[config.mk]
export PLATFORM = sky130hd
export DESIGN_NAME = neg_pulse_train_gen_flat
export DESIGN_NICKNAME = d
export VERILOG_FILES = /design/src/rtl/neg_pulse_train_gen_if.sv /design/src/rtl/neg_pulse_train_gen.sv /design/src/flat_wrapper.sv
export SDC_FILE = /design/constraint.sdc
export NUM_CORES = 1
export LEC_CHECK = 0
export ABC_AREA = 1
export CORE_MARGIN = 2
export CORE_UTILIZATION = 31
export DETAILED_ROUTE_END_ITERATION = 8
export PLACE_DENSITY_LB_ADDON = 0.08
export SETUP_SLACK_MARGIN = 0.5
export SKIP_CTS_REPAIR_TIMING = 1
export SYNTH_ARGS = -nofsm -noshare
export SYNTH_HDL_FRONTEND = slang
export SYNTH_SLANG_ARGS = --single-unit
[constraint.sdc]
create_clock -name clk -period 2.8 [get_ports clk]
set_clock_uncertainty 0.2 [all_clocks]
set_input_delay 0.56 -clock clk [delete_from_list [all_inputs] [get_ports clk]]
set_output_delay 0.56 -clock clk [all_outputs]
set_load 0.1 [all_outputs]
[src/rtl/neg_pulse_train_gen_if.sv]
// Request/status bundle for the active-low pulse train generator.
// The master issues bursts; the slave (the generator) drives the pulse line and status.
interface neg_pulse_train_gen_if #(
  parameter int unsigned CNT_W = 8
);
  logic             start;
  logic [CNT_W-1:0] n_pulses;
  logic [CNT_W-1:0] low_cyc;
  logic [CNT_W-1:0] high_cyc;
  logic             abort;
  logic             sig;
  logic             busy;
  logic             done;
  logic [CNT_W-1:0] pulse_cnt;

  modport master (
    output start, n_pulses, low_cyc, high_cyc, abort,
    input  sig, busy, done, pulse_cnt
  );

  modport slave (
    input  start, n_pulses, low_cyc, high_cyc, abort,
    output sig, busy, done, pulse_cnt
  );
endinterface

[src/rtl/neg_pulse_train_gen.sv]
// Emits bursts of active-low pulses with programmable count, low width and high gap.
// All outputs are registered so the pulse line only ever moves on a clock edge.
module neg_pulse_train_gen #(
  parameter int unsigned CNT_W    = 8,
  parameter bit          IDLE_LVL = 1'b1
) (
  input  logic                  clk,
  input  logic                  rst_n,
  neg_pulse_train_gen_if.slave  bus
);

  typedef enum logic [1:0] {StIdle, StLow, StHigh, StFin} state_e;

  state_e           state_q, state_d;
  logic [CNT_W-1:0] cnt_q, cnt_d;
  logic [CNT_W-1:0] n_q, n_d;
  logic [CNT_W-1:0] low_q, low_d;
  logic [CNT_W-1:0] high_q, high_d;
  logic [CNT_W-1:0] pcnt_q, pcnt_d;
  logic             sig_q, sig_d;
  logic             busy_q, busy_d;
  logic             done_q, done_d;

  function automatic logic [CNT_W-1:0] at_least_one(input logic [CNT_W-1:0] v);
    return (v == '0) ? CNT_W'(1) : v;
  endfunction

  always_ff @(posedge clk or negedge rst_n) begin
    if (!rst_n) begin
      state_q <= StIdle;
      cnt_q   <= '0;
      n_q     <= '0;
      low_q   <= '0;
      high_q  <= '0;
      pcnt_q  <= '0;
      sig_q   <= IDLE_LVL;
      busy_q  <= 1'b0;
      done_q  <= 1'b0;
    end else begin
      state_q <= state_d;
      cnt_q   <= cnt_d;
      n_q     <= n_d;
      low_q   <= low_d;
      high_q  <= high_d;
      pcnt_q  <= pcnt_d;
      sig_q   <= sig_d;
      busy_q  <= busy_d;
      done_q  <= done_d;
    end
  end

  always_comb begin
    state_d = state_q;
    cnt_d   = cnt_q;
    n_d     = n_q;
    low_d   = low_q;
    high_d  = high_q;
    pcnt_d  = pcnt_q;
    unique case (state_q)
      StIdle: begin
        // abort beats a simultaneous start
        if (bus.start && !bus.abort) begin
          n_d    = bus.n_pulses;
          low_d  = at_least_one(bus.low_cyc);
          high_d = at_least_one(bus.high_cyc);
          pcnt_d = '0;
          if (bus.n_pulses != '0) begin
            state_d = StLow;
            cnt_d   = at_least_one(bus.low_cyc);
          end else begin
            state_d = StFin;
          end
        end
      end
      StLow: begin
        if (bus.abort) begin
          state_d = StIdle;
          cnt_d   = '0;
        end else if (cnt_q == CNT_W'(1)) begin
          state_d = StHigh;
          cnt_d   = high_q;
          pcnt_d  = pcnt_q + 1'b1;
        end else begin
          cnt_d = cnt_q - 1'b1;
        end
      end
      StHigh: begin
        if (bus.abort) begin
          state_d = StIdle;
          cnt_d   = '0;
        end else if (cnt_q == CNT_W'(1)) begin
          if (pcnt_q < n_q) begin
            state_d = StLow;
            cnt_d   = low_q;
          end else begin
            state_d = StFin;
            cnt_d   = '0;
          end
        end else begin
          cnt_d = cnt_q - 1'b1;
        end
      end
      StFin: begin
        state_d = StIdle;
      end
      default: begin
        state_d = StIdle;
      end
    endcase
  end

  // Outputs are decoded from the next state and registered, so they never glitch.
  always_comb begin
    sig_d  = (state_d == StLow) ? ~IDLE_LVL : IDLE_LVL;
    busy_d = (state_d == StLow) || (state_d == StHigh);
    done_d = (state_d == StFin);
  end

  assign bus.sig       = sig_q;
  assign bus.busy      = busy_q;
  assign bus.done      = done_q;
  assign bus.pulse_cnt = pcnt_q;

endmodule

[src/flat_wrapper.sv]
// flat-port wrapper written by rule: the top's interface ports become plain ports
module neg_pulse_train_gen_flat 
#(
  parameter int unsigned CNT_W    = 8,
  parameter bit          IDLE_LVL = 1'b1
)
  (clk, rst_n, bus_start, bus_n_pulses, bus_low_cyc, bus_high_cyc, bus_abort, bus_sig, bus_busy, bus_done, bus_pulse_cnt);
  neg_pulse_train_gen_if #(.CNT_W(CNT_W)) bus_i ();
  input  logic clk;
  input  logic rst_n;
  input wire logic [$bits(bus_i.start)-1:0] bus_start;
  input wire logic [$bits(bus_i.n_pulses)-1:0] bus_n_pulses;
  input wire logic [$bits(bus_i.low_cyc)-1:0] bus_low_cyc;
  input wire logic [$bits(bus_i.high_cyc)-1:0] bus_high_cyc;
  input wire logic [$bits(bus_i.abort)-1:0] bus_abort;
  output wire logic [$bits(bus_i.sig)-1:0] bus_sig;
  output wire logic [$bits(bus_i.busy)-1:0] bus_busy;
  output wire logic [$bits(bus_i.done)-1:0] bus_done;
  output wire logic [$bits(bus_i.pulse_cnt)-1:0] bus_pulse_cnt;
  assign bus_i.start = bus_start;
  assign bus_i.n_pulses = bus_n_pulses;
  assign bus_i.low_cyc = bus_low_cyc;
  assign bus_i.high_cyc = bus_high_cyc;
  assign bus_i.abort = bus_abort;
  assign bus_sig = bus_i.sig;
  assign bus_busy = bus_i.busy;
  assign bus_done = bus_i.done;
  assign bus_pulse_cnt = bus_i.pulse_cnt;
  neg_pulse_train_gen #(.CNT_W(CNT_W), .IDLE_LVL(IDLE_LVL)) u_core (.clk(clk), .rst_n(rst_n), .bus(bus_i));
endmodule
# Yosys cells after proc, flatten, opt, wreduce, memory -nomap -nowiden
# Cells that the tools add are included.
# word_totals
in_bits	28
reg_bits	45
elab_cells	58
out_inout_bits	11
# op_classes
n_addsub	2
reduce_logical	12
mux	23
n_eq_ne	11
order_cmp	1
# op_table
op	n
two-way mux 8 bit	12
case mux 8 bit (3 select lines)	1
zero test 8 bit	2
case mux 8 bit (2 select lines)	1
two-way mux 2 bit	7
adder 8 x 1 -> 8 bit (second input constant)	1
equality test 2 bit (second input constant)	4
equality test 8 x 1 -> 1 bit (second input constant)	1
< comparator 8 bit	1
case mux 2 bit (4 select lines)	1
nonzero test 8 bit	1
subtractor 8 x 1 -> 8 bit (second input constant)	1
!= test 2 x 1 -> 1 bit (second input constant)	3
equality test 2 x 1 -> 1 bit (second input constant)	2
AND reduction 4 bit	1
AND reduction 3 bit	1
nonzero test 3 bit	1
zero test 2 bit	1
!= test 2 bit (second input constant)	1
AND reduction 2 bit	1
nonzero test 2 bit	1
logical AND 1 bit	1
zero test 1 bit	1
logical OR 1 bit	1
two-way mux 1 bit	1

# Depth between registers and ports, before layout
# Gate-level depths: netlist of run 1.
# depth
depth_word	7
ltp_mapped	13
ltp_nobuf	13

# Least setup slack after synthesis of run 1
# No wires, ideal clock.
# synth_timing
kind	reg2reg
start	reg u_core.pcnt_q[3], in the netlist u_core.bus.pulse_cnt[3]
end	reg u_core.busy_q, in the netlist u_core.bus.busy
n_path_buf	0
path_stages_with_launch	11
required_time_ps	2537
synth_period_minus_slack_ps	2687
setup_time_ps	63
path_slack_ps	113
arrival_ps	2424
cell_sequence	dfrtp_1 ha_1 a21oi_1 nand2_1 nand2_1 nand2_1 o31ai_2 nand3_1 inv_2 ha_1 inv_1
# synth_between
elab_chain_len	7
elab_cells_between_ends	8
cone_classes	order compare (1); eq/ne (2); mux (4); reduce/logical (1)
# synth_lines
element	line	rtl
start: declaration	neg_pulse_train_gen.sv:19	logic [CNT_W-1:0] pcnt_q, pcnt_d;
start signal: assignment	neg_pulse_train_gen.sv:45	pcnt_q <= pcnt_d;
< comparator 8 bit (*)	neg_pulse_train_gen.sv:92	if (pcnt_q < n_q) begin
two-way mux 2 bit (*)	neg_pulse_train_gen.sv:92	
two-way mux 2 bit (*)	neg_pulse_train_gen.sv:91	end else if (cnt_q == CNT_W'(1)) begin
two-way mux 2 bit (*)	neg_pulse_train_gen.sv:88	if (bus.abort) begin
case mux 2 bit (4 select lines) (*)	neg_pulse_train_gen.sv:59	unique case (state_q)
via u_core.state_d[1]	neg_pulse_train_gen.sv:14	state_e state_q, state_d;
equality test 2 x 1 -> 1 bit or equality test 2 bit (tied branches)	neg_pulse_train_gen.sv:115	busy_d = (state_d == StLow) || (state_d == StHigh);
logical OR 1 bit (*)	neg_pulse_train_gen.sv:115	
via u_core.busy_d	neg_pulse_train_gen.sv:21	logic busy_q, busy_d;
end signal: assignment	neg_pulse_train_gen.sv:47	busy_q <= busy_d;
end: declaration	neg_pulse_train_gen.sv:21	
# Mark *: on every way through the listed nets, which the timed path passes. The rest lies on a longest branch.
# A chain may end at the register's enable or synchronous reset.

# Worst setup path in the final report of run 1
# Same ends and word-level chain as after synthesis.

==> results of run 1 <==
## how the worst max path moves through the flow
stage / end / startpoint / slack (ns)
final: u_core.bus.busy / u_core.bus.pulse_cnt[3] / 0.62
after CTS: u_core.bus.busy / u_core.bus.pulse_cnt[3] / 0.45
after global placement: u_core.bus.busy / bus_abort / 0.32
after detailed placement: u_core.bus.busy / bus_abort / 0.34
after floorplan: u_core.bus.busy / u_core.bus.pulse_cnt[1] / 0.50
after global routing: u_core.bus.busy / u_core.bus.pulse_cnt[3] / 0.45
## cell families after synthesis
group / count (synthesis)
simple gates: 156
compound gates: 70
buf+inv: 55
flops: 45
fa+ha+maj: 16
xor+xnor: 6
## metal layers
| metal | routed length (um) | vias to the layer above | part of all wire [%] |
|---|---|---|---|
| met1 | 3204 | 1063 | 47 |
| li1 | - | 1220 | - |
| met2 | 3175 | 52 | 47 |
| met3 | 332 | 8 | 4.9 |
| met5 | 0 | - | 0 |
| met4 | 87 | 0 | 1.3 |
## per-stage QoR
stage          area, sq um  hold WS, ns  setup slack, ns
2_1_floorplan         2674      0.06441           0.5017
3_3_place_gp          3187       0.2570           0.3220
3_5_place_dp          3187       0.2591           0.3439
4_1_cts               3307      0.09559           0.4544
5_1_grt               3339       0.1295           0.4542
6_report              3339      0.05755           0.6232
## state kept, by name, summed over array words and instances (netlist names)
register and count:
u_core.low_q 8, u_core.n_q 8, u_core.cnt_q 8, u_core.bus.pulse_cnt 8, u_core.bus.busy 1, u_core.bus.sig 1, u_core.state_q 2, u_core.bus.done 1
u_core.high_q 8
## cell usage in the layout, fill, tap and decap left out, drive strengths merged
master         count
o21a               1
nor3b              1
nand3             16
nand2             97
nor2              33
o21ai             33
clkbuf             6
a41oi              1
a21oi             28
nor4               2
dfrtp             44
dfstp              1
clkinv             2
ha                16
nand4              2
o221ai             1
buf               22
bufinv             1
nor3               5
a31oi              1
clkinvlp           1
xor2               6
clkdlybuf4s50     26
inv               46
o31ai              3
a22oi              2
## report_power, final
part	switching, mW	total (mW)	internal [mW]	leakage, nW
clock	0.241	0.531	0.290	0.0574
sequential	0.201	1.14	0.938	0.549
combinational	1.02	1.51	0.487	0.968
total	1.47	3.18	1.72	1.58
## final cells by class
| cell class | instances | area share (%) |
|---|---|---|
| multi-input cells | 248 | 40.05 |
| flip-flops and latches | 45 | 34.32 |
| repair buffers | 48 | 12.66 |
| inverters | 48 | 5.433 |
| well taps | 105 | 3.934 |
| clock buffers | 6 | 2.473 |
| clock inverters | 2 | 1.124 |
==> flow_summary.yaml, run 1 <==
floorplan:
  initial_core_util_pct: 32.02
  die_x_um: 96.35
  core_area_sq_mm: 0.008258
  dieArea_sq_mm: 0.009283
  io_pins: 39
  die_h_um: 96.35
  rows: 33
finish:
  diodes: 0
  utilization_pct: 40.44
  fin_cells: 502
  areaGrowthSynthToFinish_pct: 26.31
  nNetsFinal: 440
  num-fill-cells: 888
  multi_input_area_sq_mm: 0.001338
  drive_gt1_share_pct: 14.86
  layout.area.seq_sq_mm: 0.001146
placement:
  dp.cells: 493
  gp_congestion: 0.8406
  port_buffers: 38
  dp_hpwl_um: 5233
routing:
  routedWlPerCell_um: 13.54
  dr.pass1.iters: 4
  vias: 2343
  drt_iter0_drc: 143
  drt-total-wl_um: 6799
  drcViolationCount: 0
  vias_per_cell: 4.667
  postRouteAntennaNets: 0
sta:
  hold_violations: 0
  slew_headroom_pct: 57.07
  rsz0062_at_grt: "true"
  setup_viol: 0
  maxSlewViolCount: 0
  max_freq_ghz: 0.4594
  tightest_slew_ns: 0.6439
  min_period_over_period_pct: 77.74
  fin_tns_setup_ns: 0
  layout_min_cycle_time_ns: 2.177
logic_synthesis:
  synth_compound_area_share_pct: 14.48
  netlist_top_cells_count: "nand2_1 (95), dfrtp_1 (44), inv_1 (44), o21ai_0 (31), nor2_1 (29)"
  synth-main-ff-cell: "dfrtp_1"
  synth_area_leader_cell: "dfrtp_1"
  async_reset_ff_share_pct: 100.0
  synth_xor_area_share_pct: 1.988
  synth.area.mux_share_pct: 0
  syn-num-nets: 392
  synth-edff-count: 0
  syn_area_sq_mm: 0.002644
  yosys_register_bits: 45
  avgSynthCellArea_sq_um: 7.597
  synth.area.top_cells: "dfrtp_1 (42%), nand2_1 (13%), ha_1 (7.6%), inv_1 (6.2%), o21ai_0 (5.9%)"
  ys_seq_area_share_pct: 42.64
  synth_cell_types: 34
  yosys.area_share.simple_pct: 25.18
  synth_top_area_share_pct: 41.65
  synth_top_family_by_area: "simple AND/OR/NAND/NOR gates"
  synth_most_common_cell: "nand2_1"
  synthAdderAreaFrac_pct: 7.572
  synth_cells: 348
  yosysWarnings: 0
global_route:
  top_usage_layer: "met2"
  grt_pass1_vias: 2362
  grt_use_met1_pct: 21.54
  use_met2_pct: 27.49
  overflow: 0
  grt_pass1_wl_um: 11560
  grt.met3_usage_pct: 3.446
  grtUsageTotal_pct: 16.46
  antenna_found_initial: 0
  grt_max_degree: 29
setup_path:
  r2r_slack_ns: 0.62
  worstPathArrival_ns: 2.24
  path_depth: 10
  reg2reg_from: "u_core.bus.pulse_cnt[3]"
  crit_chain: "ha_1 > a21oi_1 > nand2_1 > nand2_2 > nand2_2 > o31ai_4 > nand3_2 > inv_2 > ha_1 > inv_1"
  path_delay_family: "adder cells"
  worst-path-buf-inv: 2
  reg2regPathDepth: 10
  endpoint_kind: "flop"
  worstReg2RegEnd: "u_core.bus.busy"
  slowest_delay_ns: 0.52
  worstSetupPathType: "flop to flop"
  critPathRequiredTime_ns: 2.86
  cp-start-kind: "flop"
  cp_slowest_cell: "dfrtp_4"
  cp_max_fo: 7
pwr:
  p_leak_nw: 1.575
  fin_total_pwr_mw: 3.181
  power.density_mw_per_mm2: 952.7
  vdd_drop_max_uv: 412.2
clock_network:
  htreeDepth: 2
  cts_sinks: 45
  clk_latency_ns: 0.31
  cts.clk_slew.worst_paths_ns: 0.10
  root_buffer: "clkbuf_8"
  cts_tree: "built"
  cts_buffers: 5
  max-clock-path-buffers: 2
hold_path:
  hp-class: "primary input to asynchronous set/reset pin"
outcome:
  status: "completed"
job:
  maxCapViolCount: 0
No activity file was read; power rests on OpenSTA's default activity.
==> run 2, diff against run 1 <==
==> constraint.sdc (replaced) <==
create_clock -name clk -period 2.2 [get_ports clk]
set_clock_uncertainty 0.2 [all_clocks]
set_input_delay 0.44 -clock clk [delete_from_list [all_inputs] [get_ports clk]]
set_output_delay 0.44 -clock clk [all_outputs]
set_load 0.1 [all_outputs]
==> flow_summary.yaml, run 2 (synthesized netlist as in run 1, its figures left out) <==
finish:
  final_cell_mix: "nand2_1 (89), inv_1 (36), dfrtp_1 (35)"
  final_area_sq_mm: 0.003933
  num-fill-cells: 816
  drive_gt1_share_pct: 28.40
  utilization_pct: 47.62
  areaGrowthSynthToFinish_pct: 48.75
  nNetsFinal: 469
  fin_cells: 531
  final_common_cell: "nand2_1"
  diodes: 0
floorplan:
  die_x_um: 96.35
  io_pins: 39
  rows: 33
  core_area_sq_mm: 0.008258
  initial_core_util_pct: 32.02
  die_h_um: 96.35
  dieArea_sq_mm: 0.009283
setup_path:
  path_depth: 11
  cp-start-kind: "flop"
  crit_chain: "ha_4 > nand2_2 > inv_2 > nor2_2 > o21a_1 > nand2_2 > o31ai_4 > nand3_2 > inv_2 > ha_4 > inv_1"
  path_delay_family: "flip-flops"
  reg2regPathDepth: 11
  critPathRequiredTime_ns: 2.26
  crit_path_start: "u_core.bus.pulse_cnt[7]"
  reg2reg_from: "u_core.bus.pulse_cnt[7]"
  worstPathArrival_ns: 2.16
  r2r_slack_ns: 0.1
  endpoint_kind: "flop"
  cp_max_fo: 3
  cp_slowest_cell: "dfrtp_4"
  slowest_delay_ns: 0.51
  worstReg2RegEnd: "u_core.bus.busy"
  worst-path-buf-inv: 3
  cp-endpoint: "u_core.bus.busy"
  worstSetupPathType: "flop to flop"
routing:
  drcViolationCount: 0
  drt-total-wl_um: 6970
  routedWlPerCell_um: 13.13
  vias: 2456
  dr.pass1.iters: 4
  drt_iter0_drc: 64
  postRouteAntennaNets: 0
  vias_per_cell: 4.625
clock_network:
  clk_latency_ns: 0.31
  cts_tree: "built"
  root_buffer: "clkbuf_8"
  cts_buffers: 5
  max-clock-path-buffers: 2
  htreeDepth: 2
  cts.clk_slew.worst_paths_ns: 0.10
  cts_sinks: 45
placement:
  dp_hpwl_um: 5088
  port_buffers: 38
  dp_slack_ns: 0.01286
  place_area_sq_mm: 0.003465
  gp_congestion: 0.8105
  dp.cells: 502
sta:
  hold_violations: 18
  maxSlewViolCount: 0
  fin_tns_setup_ns: 0
  slew_headroom_pct: 50.58
  max_freq_ghz: 0.4760
  tightest_slew_ns: 0.7413
  min_period_over_period_pct: 95.49
  rsz0062_at_grt: "true"
  layout_min_cycle_time_ns: 2.101
  fin_ws_ns: 0.09921
  hold-worst-slack_ns: -0.01051
  setup_viol: 0
global_route:
  grt_pass1_vias: 2328
  grtUsageTotal_pct: 15.56
  antenna_found_initial: 0
  grt_max_degree: 32
  overflow: 0
  grt_pass1_wl_um: 11010
outcome:
  status: "finished with violations"
  violations: "hold timing"
hold_path:
  hp-class: "primary input to asynchronous set/reset pin"
pwr:
  p_leak_nw: 1.811
  fin_total_pwr_mw: 4.739
  power.density_mw_per_mm2: 1205
  vdd_drop_max_uv: 465.9
job:
  maxCapViolCount: 0
-- run 2: cell types whose count changed in the layout (fill, tap and decap cells not counted), sizes merged --
cell | previous run | this run
buf | 22 | 50
clkinv | 2 | 1
inv | 46 | 48
-- run 2: per-layer routing --
layer | track usage, % | wire (um) | vias up
met4 | 4.108 | 49 | 0
met5 | 0 | 0 | -
met2 | 27.14 | 3490 | 47
met1 | 19.86 | 3188 | 1128
li1 | - | - | 1277
met3 | 2.662 | 242 | 4
-- run 2: power by group --
part | switching (mW) | internal, mW | leakage (nW) | total, mW
sequential | 0.242 | 1.20 | 0.549 | 1.45
combinational | 1.54 | 1.09 | 1.20 | 2.63
clock | 0.316 | 0.347 | 0.0591 | 0.663
-- run 2: cell type report --
type	count	area, sq um	share of cell area (%)
well taps	105	131.4	3.341
inverters	48	193.9	4.932
repair buffers	77	824.5	20.97
flip-flops and latches	45	1159	29.46
multi-input cells	248	1508	38.34
clock inverters	3	47.55	1.209
clock buffers	5	68.82	1.750
-- run 2: worst min-delay path by stage --
stage	cells after the start	slack, ns	end	start
global placement	2	0.26	u_core.low_q[5]	u_core.low_q[5]
floorplan	0	-0.06	u_core.bus.busy	rst_n
detailed placement	2	0.26	u_core.low_q[7]	u_core.low_q[7]
finish	1	-0.01	u_core.n_q[5]	rst_n
CTS	1	0.02	u_core.n_q[0]	rst_n
global route	1	0.04	u_core.n_q[5]	rst_n
==> run 3, diff against run 2 <==
--- a/config.mk
+++ b/config.mk
@@ -9,6 +9,7 @@
 export CORE_MARGIN = 2
 export CORE_UTILIZATION = 31
 export DETAILED_ROUTE_END_ITERATION = 8
+export HOLD_SLACK_MARGIN = 0.06
 export PLACE_DENSITY_LB_ADDON = 0.08
 export SETUP_SLACK_MARGIN = 0.5
 export SKIP_CTS_REPAIR_TIMING = 1
==> constraint.sdc (replaced) <==
create_clock -name clk -period 2.7 [get_ports clk]
set_clock_uncertainty 0.2 [all_clocks]
set_input_delay 0.54 -clock clk [delete_from_list [all_inputs] [get_ports clk]]
set_output_delay 0.54 -clock clk [all_outputs]
set_load 0.1 [all_outputs]
==> flow_summary.yaml, run 3 (synthesized netlist as in run 1, its figures left out) <==
placement:
  port_buffers: 38
  gp_congestion: 0.8274
  place_area_sq_mm: 0.003224
  dp_hpwl_um: 5120
clock_network:
  htreeDepth: 2
  cts_sinks: 45
  cts_buffers: 5
  clk_latency_ns: 0.31
  cts.clk_slew.worst_paths_ns: 0.10
  max-clock-path-buffers: 2
  root_buffer: "clkbuf_8"
  cts_tree: "built"
setup_path:
  worstPathArrival_ns: 2.10
  cp-start-kind: "flop"
  worstSetupPathType: "flop to flop"
  critPathRequiredTime_ns: 2.75
  cp_max_fo: 4
  endpoint_kind: "flop"
finish:
  nNetsFinal: 443
  final_cell_mix: "nand2_1 (92), inv_1 (43), dfrtp_1 (35)"
  diodes: 0
  areaGrowthSynthToFinish_pct: 30.10
  drive_gt1_share_pct: 17.50
  final_common_cell: "nand2_1"
  final_area_sq_mm: 0.003440
floorplan:
  dieArea_sq_mm: 0.009283
  io_pins: 39
  die_h_um: 96.35
  die_x_um: 96.35
  rows: 33
  core_area_sq_mm: 0.008258
  initial_core_util_pct: 32.02
global_route:
  antenna_found_initial: 0
  grt_max_degree: 27
  grt_pass1_vias: 2403
  grt.met3_usage_pct: 2.897
  overflow: 0
  grtUsageTotal_pct: 15.94
  use_met2_pct: 27.95
  top_usage_layer: "met2"
  grt_pass1_wl_um: 11320
  grt_use_met1_pct: 19.92
sta:
  hold-worst-slack_ns: 0.01527
  setup_viol: 0
  hold_violations: 0
  min_period_over_period_pct: 76.01
  max_freq_ghz: 0.4873
  maxSlewViolCount: 0
  layout_min_cycle_time_ns: 2.052
  tightest_slew_ns: 0.5889
  slew_headroom_pct: 60.74
  fin_tns_setup_ns: 0
  rsz0062_at_grt: "true"
outcome:
  status: "completed"
routing:
  drt-total-wl_um: 6755
  drt_iter0_drc: 79
  dr.pass1.iters: 4
  vias_per_cell: 4.762
  postRouteAntennaNets: 0
  vias: 2405
  routedWlPerCell_um: 13.38
  drcViolationCount: 0
pwr:
  vdd_drop_max_uv: 388.4
  fin_total_pwr_mw: 3.392
  p_leak_nw: 1.599
  power.density_mw_per_mm2: 986.3
hold_path:
  hp-class: "primary input to asynchronous set/reset pin"
job:
  maxCapViolCount: 0
[run 3: changes by cell type in the layout (fill, tap and decap cells not counted), sizes merged]
| cell | previous run | this run |
|---|---|---|
| buf | 50 | 25 |
| clkbuf | 6 | 5 |
| clkinv | 1 | 3 |
| inv | 48 | 46 |
[run 3: final timing paths]
| check | start | to | slack (ns) | cells after the start |
|---|---|---|---|---|
| setup / recovery | u_core.bus.pulse_cnt[3] | u_core.bus.busy | 0.65 | 10 |
| hold / removal | rst_n | u_core.n_q[3] | 0.02 | 1 |
| setup reg to reg | u_core.bus.pulse_cnt[3] | u_core.bus.busy | 0.65 | 10 |
| hold reg to reg | u_core.n_q[0] | u_core.n_q[0] | 0.28 | 2 |
| max in group asynchronous | rst_n | u_core.high_q[4] | 1.69 | 2 |
| min in group clk | u_core.n_q[0] | u_core.n_q[0] | 0.28 | 2 |
[run 3: final cells by class]
type,count,area [sq um]
Inverter,48,181.4
Tap cell,105,131.4
Fill cell,875,4818
Sequential cell,45,1154
Clock buffer,5,68.82
Clock inverter,3,46.29
Timing Repair Buffer,51,445.4
Multi-Input combinational cell,248,1413
[run 3: through the flow]
stage	instances	setup WS [ns]	utilization, %
final	505	0.6478	41.65
after global routing	505	0.4836	41.65
after CTS	501	0.3385	40.44
after detailed placement	493	0.3754	39.05
after global placement	493	0.3782	39.05
after floorplan	348	0.4855	-
[run 3: where the power goes]
part,switching (mW),internal (mW)
clock network,0.262,0.277
registers,0.196,0.977
logic,1.12,0.560
[run 3: per-layer routing]
metal	wire [um]	vias to the layer above
met5	0	-
met4	96	0
met3	241	7
met2	3337	39
met1	3080	1129
li1	-	1230
[run 3: worst max-delay path: stages, from the launching register on]
cell	delay, ns
dfrtp_4	0.51
ha_4	0.24
a21oi_1	0.16
nand2_2	0.09
nand2_4	0.09
nand2_4	0.07
o31ai_4	0.17
nand3_2	0.12
inv_2	0.06
ha_1	0.22
inv_1	0.05
